$ cat src/rtl/disp_scan_mux.sv
// Six-digit multiplexed 7-segment scanner with per-slot blanking and frame-latched digit codes.
// Define LEADING_ZERO_BLANK_EN to blank the hrm digit whenever its code equals ZERO_PAT.
module disp_scan_mux #(
   parameter int unsigned DIV      = 1000,
   parameter int unsigned DEAD     = 2,
   parameter logic [6:0]  ZERO_PAT = 7'b1111110
) (
   input  logic       clk,
   input  logic       rst,
   input  logic [6:0] hrm,
   input  logic [6:0] hrl,
   input  logic [6:0] minm,
   input  logic [6:0] minl,
   input  logic [6:0] secm,
   input  logic [6:0] secl,
   output logic [6:0] seg,
   output logic [5:0] an,
   output logic       frame_start
);

   localparam int unsigned CW      = (DIV > 1) ? $clog2(DIV) : 1;
   localparam logic [CW-1:0] CNT_MAX = CW'(DIV - 1);

`ifdef LEADING_ZERO_BLANK_EN
   localparam bit LZB_EN = 1'b1;
`else
   localparam bit LZB_EN = 1'b0;
`endif

   logic [CW-1:0] cnt_q, cnt_d;
   logic [2:0]    idx_q, idx_d;
   logic          run_q;
   logic [6:0]    shadow_q [6];
   logic [6:0]    shadow_d [6];
   logic          load;
   logic          in_dead;
   logic          lz_blank;
   logic          blank;
   logic [6:0]    seg_d;
   logic [5:0]    an_d;
   logic          frame_start_d;

   // NOTE: every variable written here gets a default first, so no path can infer a latch.
   always_comb begin
      cnt_d    = cnt_q;
      idx_d    = idx_q;
      load     = 1'b0;
      shadow_d = shadow_q;
      if (!run_q) begin
         cnt_d = '0;
         idx_d = '0;
         load  = 1'b1;
      end else if (cnt_q == CNT_MAX) begin
         cnt_d = '0;
         if (idx_q == 3'd5) begin
            idx_d = '0;
            load  = 1'b1;
         end else begin
            idx_d = idx_q + 3'd1;
         end
      end else begin
         cnt_d = cnt_q + CW'(1);
      end
      if (load) shadow_d = '{hrm, hrl, minm, minl, secm, secl};
   end

   // A zero-length dead time must not produce a constant unsigned compare.
   generate
      if (DEAD == 0) begin : g_no_dead
         assign in_dead = 1'b0;
      end else begin : g_dead
         assign in_dead = (cnt_d < CW'(DEAD));
      end
   endgenerate

   assign lz_blank = LZB_EN && (idx_d == 3'd0) && (shadow_d[0] == ZERO_PAT);
   assign blank    = in_dead || lz_blank;

   // Outputs are derived from next-state so they line up with the (idx,cnt) they describe.
   always_comb begin
      an_d          = blank ? 6'b000000 : (6'b100000 >> idx_d);
      seg_d         = blank ? 7'b0000000 : shadow_d[idx_d];
      frame_start_d = (idx_d == 3'd0) && (cnt_d == '0);
   end

   // NOTE: the six shadow registers are reset like ordinary flops; they must read 0 during reset.
   always_ff @(posedge clk or posedge rst) begin
      if (rst) begin
         cnt_q       <= '0;
         idx_q       <= '0;
         run_q       <= 1'b0;
         seg         <= '0;
         an          <= '0;
         frame_start <= 1'b0;
         for (int i = 0; i < 6; i++) shadow_q[i] <= '0;
      end else begin
         // NOTE: non-blocking assignments keep every flop sampling pre-edge values.
         cnt_q       <= cnt_d;
         idx_q       <= idx_d;
         run_q       <= 1'b1;
         seg         <= seg_d;
         an          <= an_d;
         frame_start <= frame_start_d;
         shadow_q    <= shadow_d;
      end
   end

endmodule
$ cat config.mk
export PLATFORM = sky130hd
export DESIGN_NAME = disp_scan_mux
export DESIGN_NICKNAME = d
export VERILOG_FILES = /design/src/rtl/disp_scan_mux.sv
export SDC_FILE = /design/constraint.sdc
export NUM_CORES = 1
export LEC_CHECK = 0
export BUFFER_PORTS_ARGS = -buffer_cell sky130_fd_sc_hd__buf_2
export CAP_MARGIN = 5
export CORE_ASPECT_RATIO = 1.2
export CORE_UTILIZATION = 56
export DETAILED_ROUTE_END_ITERATION = 7
export MAX_ROUTING_LAYER = met4
export PLACE_DENSITY = 0.8
export SYNTH_ARGS = -nofsm -noshare
export SYNTH_HDL_FRONTEND = slang
export SYNTH_SLANG_ARGS = --single-unit
export TNS_END_PERCENT = 1
$ cat constraint.sdc
create_clock -name clk -period 2.85 [get_ports clk]
set_clock_uncertainty 0.15 [all_clocks]
set_input_delay 0.4275 -clock clk [delete_from_list [all_inputs] [get_ports clk]]
set_output_delay 0.4275 -clock clk [all_outputs]
set_load 0.05 [all_outputs]
==> run summary, run 1 <==
At the worst endpoint, the arrival time is 2.87 ns. After detailed routing, the number of remaining DRC violations is 0. For this block, the initial DRC count from the detailed router was 111. Measured along the x axis, the die boundary spans 72.7 um. The net count of the finished layout is 383. The finished cells cover 0.00396 sq mm. The run gives 2.94 ns as the worst endpoint required time. The run gives 0 as the number of inserted diodes.

For the clock buffer count from CTS, the log shows 9. The element type at the critical path end is a register. For the worst-skew pair, the clock arrives at the later sink with an insertion delay of 0.36 ns. The sequential-to-total area share from yosys stat came out at 0.521. Most instantiated flip-flop cell in the synthesis netlist: sky130_fd_sc_hd__dfrtp_1. For the reg-to-reg setup timing slack, the log shows 0.06 ns. The clock period could shrink to 2.79 ns. The logs give 0 for the number of synthesis warnings and 6810 um for the final wirelength. The maximum fanout along the worst path is 42. The final reports fail on negative hold slack. The initial antenna violation count came out at 0.

The worst path meets setup with 0.0640 ns of slack. The post-synthesis sequential element count is 70. The count of pins over their slew limit came out at 0.

The placeable core area is 0.00571 sq mm, and the vertical die dimension is 86.9 um. Setup violations remaining at the end of the flow were counted as 0. Once placement finished, the instance area stood at 0.00372 sq mm.

Leaving out fill and tap cells, the most frequent cell in the layout is sky130_fd_sc_hd__dfrtp_1. Total routing resource utilization after global routing: 0.246. Setup repair after global routing could not meet its margin everywhere.

For the global placer's final weighted congestion, the log shows 0.811. The routed layout has 2,330 vias. Each instance of the synthesized netlist takes up on average 12.3 sq um. The via count of the first global-routing pass is 2,378, and the wire length of the first global-routing pass is 11,200 um.

STA classifies the critical path startpoint as a register. The flow ran to the end, but the final reports show violations. For the worst flop-to-flop path, the logic depth is 7. The per-cell via count in the routed design was 5.51; the number of core rows was 30. The final core utilization came out at 0.693.

The routed wire length per instance works out to 16.1 um. The share of flip-flops with an asynchronous set or reset after synthesis came out at 1.00. Clock tree synthesis selected as its root buffer the cell sky130_fd_sc_hd__clkbuf_8. The H-tree generated during clock tree synthesis spans 3 levels. The netlist area before placement was 0.00336 sq mm; the overflow left after global routing was 0. The worst slack at placement was 0.107 ns.

The top cell types in the final layout, fill and taps aside, are 70 x sky130_fd_sc_hd__dfrtp_1, 57 x sky130_fd_sc_hd__buf_2, 26 x sky130_fd_sc_hd__mux2i_1. For this design the static power due to leakage is 1.89 nW. Counting every instance in the synthesized netlist gives 273. The reg-to-reg critical path endpoint is seg[0]$_DFF_PP0_. The worst-case IR drop observed on VDD is 0.426 mV. The layout overhead on the synthesized area is 17.7%, and the effective utilization at floorplan is 0.589.

The run gives 4 as the number of detailed-routing iterations run before antenna repair. TritonCTS built the clock tree. For this run, the number of standard cells in the final layout without fillers is 423. The die covers 0.00632 sq mm.

The ratio of final minimum period to clock period was 0.978. The detail route stage leaves a number of antenna-violating nets equal to 0. Power spread over the standard cell area amounts to 576 mW/mm^2. When the netlist entered floorplanning its net count stood at 318. The run gives 33 as the number of endpoints with negative hold slack in the final report. The path class of the tightest hold or removal check is in2async. Including well taps, the total number of placed cells is 407.

Buffers placed on the I/O ports in this run total 57. The highest achievable clock rate came out at 359 MHz. The share of final-layout standard cells stronger than drive strength 1 works out to 0.362.

The netlist uses 55 different library cells. The critical path is of the reg2reg type. After clock tree synthesis, the clock-pin slew on the worst setup and hold paths is 0.08 ns. Worst hold slack across all endpoints: -0.0130 ns. Max-cap violations in this run came to 0. 58 I/O pins were placed.

Summed over all nets, the half-perimeter wirelength after detailed placement is 4760 um. The worst register-to-register path begins at cnt_q[0]$_DFF_PP0_. Number of clock sinks: 70. The number of synthesized flops with an enable pin came out at 0.

No sink is reached through more buffers than the 2 on the longest clock path. Entering global routing, the biggest net connects 71 pins. Hold repair after CTS inserted 0 buffers.
kinds of logic after synthesis:
logic type                 count (synthesis)  synth area share
muxes                                     46             0.145
xor gates and xnor gates                   7            0.0182
other                                      1           0.00112
adders and majority gates                  1           0.00372
AOI/OAI and AO/OA                         44             0.108
buffers and inverters                     43            0.0726
DFF                                       70             0.521
and+or+nand+nor                           61             0.130
worst max-delay path, cell delays in order (launching register included):
cell	delay (ns)
sky130_fd_sc_hd__dfrtp_1	0.43
sky130_fd_sc_hd__ha_1	0.32
sky130_fd_sc_hd__nand2_1	0.15
sky130_fd_sc_hd__o41ai_4	0.43
sky130_fd_sc_hd__buf_12	0.30
sky130_fd_sc_hd__mux2_2	0.39
sky130_fd_sc_hd__a221oi_1	0.42
sky130_fd_sc_hd__nor3_2	0.06
report_power, final:
part | switching (mW) | internal, mW | total [mW] | leakage, nW
combinational | 0.179 | 0.116 | 0.294 | 0.917
sequential | 0.0276 | 1.07 | 1.10 | 0.871
clock | 0.388 | 0.498 | 0.886 | 0.107
total | 0.594 | 1.68 | 2.28 | 1.89
registers in the layout, summed over array words and instances, names as in the netlist:
name	count
idx_q	3
an	6
shadow_q	42
run_q	1
seg	7
cnt_q	10
frame_start	1
repair_timing:
item / 4_1_cts / 5_1_grt
buffers inserted: 0 / 0
resized for setup: 0 / 2
hold endpoints to repair: 0 / 0
setup endpoints to repair: 0 / 3
per-stage QoR:
step | total power, mW | setup TNS (ns)
2_1_floorplan | 1.32 | 0
3_3_place_gp | 1.40 | 0
3_5_place_dp | 1.41 | 0
4_1_cts | 2.29 | 0
5_1_grt | 2.36 | -0.0807
6_report | 2.28 | 0
layout make-up:
type,count,area [sq um]
Tap cell,80,100
Fill cell,406,1750
Timing Repair Buffer,69,400
Multi-Input combinational cell,160,1380
Inverter,28,105
Clock inverter,6,93.8
Sequential cell,70,1750
Clock buffer,10,128
layer usage:
metal | routed length (um) | track usage
met5 | 0 | -
met3 | 403 | 0.0556
met4 | 129 | 0.116
met1 | 2900 | 0.304
met2 | 3380 | 0.383
worst max-delay path by stage:
stage	from	endpoint	slack [ns]	cells after the start
after floorplan	cnt_q[0]$_DFF_PP0_	seg[6]$_DFF_PP0_	0.29	8
after global routing	cnt_q[0]$_DFF_PP0_	seg[6]$_DFF_PP0_	-0.04	8
after CTS	cnt_q[0]$_DFF_PP0_	seg[0]$_DFF_PP0_	0.05	7
final	cnt_q[0]$_DFF_PP0_	seg[0]$_DFF_PP0_	0.06	7
after global placement	cnt_q[0]$_DFF_PP0_	seg[5]$_DFF_PP0_	0.20	7
after detailed placement	cnt_q[0]$_DFF_PP0_	seg[0]$_DFF_PP0_	0.11	7
cells in the mapped netlist, types with 3 or more instances:
library cell                n  area [sq um]
sky130_fd_sc_hd__nand3b_1   4          30.0
sky130_fd_sc_hd__nor3_2     6          60.1
sky130_fd_sc_hd__buf_6      5          56.3
sky130_fd_sc_hd__xnor2_1    4          35.0
sky130_fd_sc_hd__a22oi_1   12          90.1
sky130_fd_sc_hd__mux2_2    15           169
sky130_fd_sc_hd__a221oi_1   7          61.3
sky130_fd_sc_hd__and3_1     5          31.3
sky130_fd_sc_hd__clkbuf_8   3          41.3
sky130_fd_sc_hd__buf_2      3          15.0
sky130_fd_sc_hd__dfrtp_1   70          1750
sky130_fd_sc_hd__buf_4      3          22.5
sky130_fd_sc_hd__nor2_1     9          33.8
sky130_fd_sc_hd__nor3b_1    6          45.0
sky130_fd_sc_hd__nor2b_1    3          18.8
sky130_fd_sc_hd__a21oi_1    9          45.0
sky130_fd_sc_hd__mux2_1     4          45.0
sky130_fd_sc_hd__nand2_1    6          22.5
sky130_fd_sc_hd__inv_1     26          97.6
sky130_fd_sc_hd__xor2_1     3          26.3
sky130_fd_sc_hd__mux2i_1   26           260
sky130_fd_sc_hd__nand3_1    6          30.0
No activity file was read; power rests on OpenSTA's default activity.
==> run 2, diff against run 1 <==
--- a/config.mk
+++ b/config.mk
@@ -5,13 +5,14 @@
 export SDC_FILE = /design/constraint.sdc
 export NUM_CORES = 1
 export LEC_CHECK = 0
+export ABC_AREA = 1
 export BUFFER_PORTS_ARGS = -buffer_cell sky130_fd_sc_hd__buf_2
 export CAP_MARGIN = 5
 export CORE_ASPECT_RATIO = 1.2
 export CORE_UTILIZATION = 56
 export DETAILED_ROUTE_END_ITERATION = 7
 export MAX_ROUTING_LAYER = met4
-export PLACE_DENSITY = 0.8
+export PLACE_DENSITY = 0.79
 export SYNTH_ARGS = -nofsm -noshare
 export SYNTH_HDL_FRONTEND = slang
 export SYNTH_SLANG_ARGS = --single-unit
==> run 2 against run 1 <==
  * The flow now finishes without violations
  * Clock power fell by 8.6%
  * Worst setup slack better by 0.47 ns
  * Sequential share of layout area shrank 1.2 points
  * Maximum frequency increased by 20%
  * Combinational power up 2%
  * Largest cell class unchanged
  * Final area is 2.8% higher
  * Synthesized cell count is 70% higher
==> run summary, run 2 <==
The flow ran to the end, and the final reports show no timing, DRC or antenna violations. Clock-pin slew was measured on the worst setup and hold paths at 0.08 ns. Most numerous cell in the Yosys netlist: sky130_fd_sc_hd__nand2_1. Summing every instance area after synthesis gives 0.00352 sq mm.

For this design the static power due to leakage is 2.31 nW. The first detailed-routing pass ran for 6 iterations. For the pin with the worst max-slew slack, the measured transition is 0.856 ns.

The post-cts resize count is 0. The critical path is of the reg2reg type. The logs give 0.535 ns for the final worst slack and 4880 um for the half-perimeter wire length of the detailed placement result.

After synthesis, the mean cell area works out to 7.59 sq um. The total number of nets in the final design is 566, and the x dimension of the die is 74.4 um. After clock tree synthesis, the flow added hold-fix buffers numbering 0. After synthesis the netlist holds a flip-flop and latch count of 70.

In the final layout, the registers with the most flip-flops are shadow_q: 42 flops, cnt_q: 10 flops, seg: 7 flops. The power density normalized to cell area was 540 mW/mm^2. For this block, the via count after detailed routing is 2,957. The effective utilization at floorplan is 0.582, and the number of unique standard cell types used by synthesis is 28. The floorplan step defined a core boundary enclosing 0.00605 sq mm. The routed design could run at a clock period as short as 2.31 ns. After synthesis, the cell types taking the most area are sky130_fd_sc_hd__dfrtp_1 50%, sky130_fd_sc_hd__nand2_1 18%, sky130_fd_sc_hd__inv_1 7.4%, sky130_fd_sc_hd__nand3_1 5.1%, sky130_fd_sc_hd__nand3b_1 5.1%.

The cell count after synthesis was 464; the maximum number of pins on one net before global-route repair was 71. The detail route stage leaves a number of antenna-violating nets equal to 0. The share of flip-flops with an asynchronous set or reset after synthesis came out at 1.00. The run gives 9 as the clock buffer count from CTS. The worst hold path begins at minm[5].

Leaving out fill and tap cells, the most frequent cell in the layout is sky130_fd_sc_hd__nand2_1. The highest achievable clock rate was 432 MHz; the final wirelength was 7340 um. Dividing the detail-routed via count by the number of cells gives 4.86. The final core utilization was 0.672. Clock tree synthesis found a total of 70 sinks. At the worst endpoint, the arrival time is 2.40 ns. Hold is met by 0.140 ns. Counting every net in the synthesized netlist gives 509.

The Yosys step of the flow raised 0 warnings. The tools report the number of setup violations in the final report as 0. The tools report the number of levels in the clock H-tree as 3. Element type at the critical path end: a register. The routed wire length per instance came out at 12.1 um. The start point of the critical path was cnt_q[0]$_DFF_PP0_. At the later pin of the worst-skew pair, clock insertion delay measures 0.35 ns. The maximum VDD drop is 0.352 mV, and the number of input and output port buffers inserted is 57.

At the worst endpoint, the required time is 2.93 ns. The tools report the critical register-to-register path startpoint as cnt_q[0]$_DFF_PP0_. The logs give 549 for the total of fill cells in the finished design and 0 for the number of endpoints with negative hold slack in the final report. The worst setup path is launched from a register. No sink is reached through more buffers than the 2 on the longest clock path. For this block, the initial DRC count from the detailed router was 206. The max-capacitance violation count was 0; the top cell type's share of synthesized area was 0.498. In this run the count of I/O pins placed on the die edge is 58. The sequential-to-total area share from yosys stat came out at 0.498. For the post-CTS setup buffer count, the log shows 0.

For this run, the leading register cell type out of synthesis is sky130_fd_sc_hd__dfrtp_1. The tree is rooted in a sky130_fd_sc_hd__clkbuf_8. For the final routed database, the setup TNS stands at 0 ns. The layout overhead on the synthesized area was 15.5%. The logs give 0 for the count of pins over their slew limit and 0 for the overflow left after global routing. The number of synthesized flops with an enable pin is 0, and the vertical die dimension is 88.8 um. The run gives 12,400 um as the wire length of the first global-routing pass. The total routing resource utilization after global routing was 0.262.

TritonCTS built the clock tree. The tools report the total DRC errors in the routed layout as 0. The initial antenna violation count was 0; the area of the multi-input gates was 0.00140 sq mm. Counting flops per register, the top entry is shadow_q. The tightest min-delay check is of the in2reg type. The repair_antennas step left the layout with diodes totalling 0. The commonest cells after synthesis are 168 x sky130_fd_sc_hd__nand2_1, 70 x sky130_fd_sc_hd__dfrtp_1, 69 x sky130_fd_sc_hd__inv_1. The floorplan has 31 rows.

The leading area contributor after synthesis was sky130_fd_sc_hd__dfrtp_1. The via count of the first global-routing pass is 2,728, and the worst slew slack as a fraction of its limit is 0.429. The die covers 0.00661 sq mm.

The area used by sequential logic in the layout is 0.00175 sq mm, and the maximum fanout along the worst path is 8. Setup repair after global routing left no endpoint under its margin. The ratio of final minimum period to clock period was 0.812.

Leaving out fill and tap cells, the most frequent cells in the layout are 168 x sky130_fd_sc_hd__nand2_1, 70 x sky130_fd_sc_hd__dfrtp_1, 68 x sky130_fd_sc_hd__inv_1. The share of final-layout standard cells stronger than drive strength 1 is 0.194, and the number of flip-flops in the largest register is 42. Routability-driven placement finished with a final weighted congestion of 0.839. The worst slack at placement was 0.578 ns.
-- run 2: worst max-delay path: stages (launching register included) --
cell                      delay (ns)
sky130_fd_sc_hd__dfrtp_1        0.41
sky130_fd_sc_hd__ha_1           0.20
sky130_fd_sc_hd__nand2_2        0.09
sky130_fd_sc_hd__nor2_2         0.14
sky130_fd_sc_hd__nand3_2        0.14
sky130_fd_sc_hd__nand2_1        0.11
sky130_fd_sc_hd__nand3_2        0.12
sky130_fd_sc_hd__nor2_2         0.42
sky130_fd_sc_hd__nand2_1        0.10
sky130_fd_sc_hd__nand2_1        0.08
sky130_fd_sc_hd__nor2_1         0.04
sky130_fd_sc_hd__nor2_1         0.14
sky130_fd_sc_hd__nor2_1         0.06
-- run 2: cell families (layout without fill, tap and decap cells) --
kind of cell	count (synthesis)	in the layout	share of synthesized area
AOI/OAI and AO/OA	8	8	0.0146
xor gates and xnor gates	2	2	0.00498
adders and majority gates	1	1	0.00355
buffers and inverters	90	152	0.105
DFF	70	70	0.498
other	1	1	0.00107
and+or+nand+nor	292	292	0.373
-- run 2: area by class of cell --
type,count,share of cell area
tap,82,0.0252
multi-input combinational,304,0.344
sequential,70,0.431
clock inverter,5,0.0145
clock buffer,11,0.0348
timing repair buffer,62,0.0825
inverter,74,0.0683
-- run 2: per-stage QoR --
step                      cell area (sq um)  total power [mW]  cells
after floorplan                        3520              1.32    464
after global placement                 3870              1.40    592
after detailed placement               3870              1.41    592
after CTS                              4070              2.21    608
after global routing                   4070              2.30    608
final                                  4070              2.20    608
-- run 2: worst paths after layout --
kind	end	slack [ns]	cells past startpoint
max in group asynchronous	an[4]$_DFF_PP0_	1.81	3
setup / recovery	seg[0]$_DFF_PP0_	0.54	12
min in group asynchronous	cnt_q[5]$_DFF_PP0_	0.17	3
hold reg to reg	shadow_q[7]$_DFF_PP0_	0.36	2
hold / removal	shadow_q[26]$_DFF_PP0_	0.14	3
setup reg to reg	seg[0]$_DFF_PP0_	0.54	12
-- run 2: routing by layer --
layer,vias to the layer above,global-route usage,share of wire
li1,1510,-,-
met1,1341,0.334,0.42
met2,96,0.415,0.50
met3,10,0.0376,0.063
met4,0,0.113,0.018
met5,-,-,0
-- run 2: power by group --
part | switching [mW] | internal (mW)
clock | 0.382 | 0.428
sequential | 0.0218 | 1.06
combinational | 0.202 | 0.0994
==> run 3, diff against run 2 <==
==> constraint.sdc (replaced) <==
create_clock -name clk -period 2.2 [get_ports clk]
set_clock_uncertainty 0.15 [all_clocks]
set_input_delay 0.33 -clock clk [delete_from_list [all_inputs] [get_ports clk]]
set_output_delay 0.33 -clock clk [all_outputs]
set_load 0.05 [all_outputs]
==> run 3 against run 2 <==
  * Final area is 10% higher
  * Die area unchanged
  * Critical path type unchanged
  * Non-clock buffer count grew 17
  * Highest routed layer unchanged
==> run summary, run 3 (synthesis gave the netlist of run 2 again) <==
The run gives 0.00448 sq mm as the cell area after layout. The worst setup path is launched from a register. For the cell-internal power, the log shows 2.21 mW. Counting along the longest clock path gives a buffer depth of 2. STA puts the critical path data arrival time at 2.29 ns.

The initialized floorplan defines 31 standard-cell rows. Setup violations remaining at the end of the flow were counted as 0. Layout overhead on the synthesized area: 27.2%.

The analysis attributes to cell leakage a power of 2.50 nW. Count of pins over their slew limit: 0. Cell at the slowest stage of the critical path: sky130_fd_sc_hd__dfrtp_1. The logs give 0.458 mV for the maximum VDD drop and 583 for the total number of nets in the final design. The kind of cell with the highest combined delay along the critical path is simple AND/OR/NAND/NOR gates. Final wirelength: 8920 um. The flow ran to the end, and the final reports show no timing, DRC or antenna violations. The logs give 12,700 um for the wire length of the first global-routing pass and 0.002 ns for the reg-to-reg setup timing slack.

The library cells used most frequently in the layout, excluding fill and tap cells, are 146 x sky130_fd_sc_hd__nand2_1, 70 x sky130_fd_sc_hd__dfrtp_1, 68 x sky130_fd_sc_hd__inv_1. The endpoint identified for the worst register-to-register timing path is seg[0]$_DFF_PP0_. The worst setup path is captured at a register. For the sequential share of power, the log shows 0.468. The later pin in the worst-skew pair is clocked with a latency of 0.35 ns.

The tools report the critical path endpoint as seg[0]$_DFF_PP0_. The final core utilization is 0.740, and the vertical die dimension is 88.8 um. Before antenna repair, the detailed router went through 5 iterations. For this design the top-level I/O count stands at 58. The congestion estimate from routability-driven global placement came to 0.869. The most common cell after layout, fill and taps aside was sky130_fd_sc_hd__nand2_1.

The number of input and output port buffers inserted was 57; the number of antenna-violating nets in the routed design was 0. The switching fraction of total power is 0.266, and the final standard cell count with taps included and fillers excluded is 625. The H-tree was split into 3 levels. The detailed router placed 3,200 vias in this run. The design draws 3.01 mW. The die is 74.4 um wide. The number of cells on the critical path was 15; the total DRC errors in the routed layout was 0.

The share of final-layout standard cells stronger than drive strength 1 works out to 0.267. TritonCTS built the clock tree. The register with the most flip-flops in the layout has 42 of them. The run gives 0 as the number of endpoints with negative hold slack in the final report. Tracing the worst setup path back leads to its startpoint at cnt_q[1]$_DFF_PP0_. The effective utilization at floorplan was 0.582. The combinational fraction of design power is 0.153.

Based on the critical path, the design can be clocked at up to 455 MHz. In the final routed layout, each cell accounts on average for 14.3 um. Entering global routing, the biggest net connects 71 pins. The per-cell via count in the routed design is 5.12. Worst min-delay path class: in2reg. The worst path meets setup with 0.00238 ns of slack. Register name with the most flops: shadow_q.

Worst slack at placement: 0.0280 ns. The overflow left after global routing is 0, and the number of clock sinks is 70. The critical path goes through ha_2 -> nand2_4 -> inv_4 -> nand2_4 -> nor2_4 -> nand3_4 -> nand2_8 -> clkbuf_16 -> nand2_4 -> nand2_2 -> nand2_1 -> nand2_1 -> nor2_1 -> nor2_1 -> nor2_1.

The buffering stage count on the worst path with inverters included came out at 2. The largest single stage delay on the critical path is 0.37 ns. The largest registers in the layout are shadow_q: 42 flops, cnt_q: 10 flops, seg: 7 flops. The repair_antennas step left the layout with diodes totalling 0.

Maximum fanout along the worst path: 7. The iteration-0 DRC count of the detailed router was 279; the via count of the first global-routing pass was 2,827. The region available for standard cell placement spans 0.00605 sq mm. The cell area reported after detailed placement was 0.00395 sq mm.

In this run, placement finished with an instance count of 598. Across all hold checks on the routed design, the worst slack comes to 0.0525 ns. The power density normalized to cell area is 673 mW/mm^2. The worst endpoint required time was 2.29 ns. The ratio of final minimum period to clock period is 0.999, and the post-layout minimum cycle time is 2.20 ns. The initial antenna violation count was 0; the CTS clock-pin slew for the worst setup and hold paths was 0.08 ns. For the total routing resource utilization after global routing, the log shows 0.267. The area of the die is 0.00661 sq mm. In the final timing run, aggregate negative setup slack is 0 ns. The number of clock buffers added by TritonCTS is 9.

For the clock group share of total power, the log shows 0.380. In this run the power spent charging and discharging nets is 0.801 mW. Setup repair after global routing could not meet its margin everywhere. The category of the most critical setup path was reg2reg. Across the run, the number of max-cap violations was 0. The cell count of the worst reg-to-reg path is 15. The tools report the critical register-to-register path startpoint as cnt_q[1]$_DFF_PP0_. After legalization and detailed placement, the total HPWL measured 5310 um. The tree is rooted in a sky130_fd_sc_hd__clkbuf_8.
-- run 3: cell types whose count changed in the layout (fill, tap and decap cells not counted), sizes merged --
cell         delta
buf            +13
clkbuf          +4
bufinv          +1
clkinvlp        -1
dlygate4sd3     +1
inv             -1
-- run 3: worst min path at each step --
stage	start	end	slack, ns	cells past startpoint
5_1_grt	hrm[5]	shadow_q[40]$_DFF_PP0_	0.06	3
3_3_place_gp	rst	seg[5]$_DFF_PP0_	0.31	3
2_1_floorplan	secl[0]	shadow_q[0]$_DFF_PP0_	0.31	2
4_1_cts	secl[3]	shadow_q[3]$_DFF_PP0_	0.05	3
3_5_place_dp	rst	seg[5]$_DFF_PP0_	0.32	3
6_report	hrl[5]	shadow_q[33]$_DFF_PP0_	0.05	3
-- run 3: layout make-up --
type / instances / area, sq um
tap: 82 / 103
fill: 461 / 1570
sequential: 70 / 1750
clock buffer: 12 / 145
clock inverter: 4 / 70.1
multi-input combinational: 304 / 1540
timing repair buffer: 79 / 583
inverter: 74 / 289
-- run 3: power groups by stage --
stage	combinational [mW]	sequential (mW)	clock, mW
CTS	0.406	1.41	1.14
finish	0.459	1.41	1.14
global route	0.507	1.41	1.21
floorplan	0.212	1.49	0
global placement	0.391	1.43	0
detailed placement	0.402	1.43	0
-- run 3: worst min-delay path, cell delays in order --
cell,delay (ns)
sky130_fd_sc_hd__buf_2,0.07
sky130_fd_sc_hd__nand2_1,0.04
sky130_fd_sc_hd__nand2_1,0.07
-- run 3: routing by layer --
| metal | track usage | routed length [um] | vias up |
|---|---|---|---|
| met1 | 0.330 | 3630 | 1504 |
| met2 | 0.432 | 4490 | 127 |
| met4 | 0.125 | 241 | 0 |
| met3 | 0.0387 | 552 | 25 |
| li1 | - | - | 1544 |
| met5 | - | 0 | - |
-- run 3: what timing repair did --
item	4_1_cts	5_1_grt
endpoints found under the setup margin	1	14
gates resized for setup	1	46
hold buffers	1	0
cloned	0	6
pin swaps	0	18
endpoints found under the hold margin	70	0
setup buffers	0	4
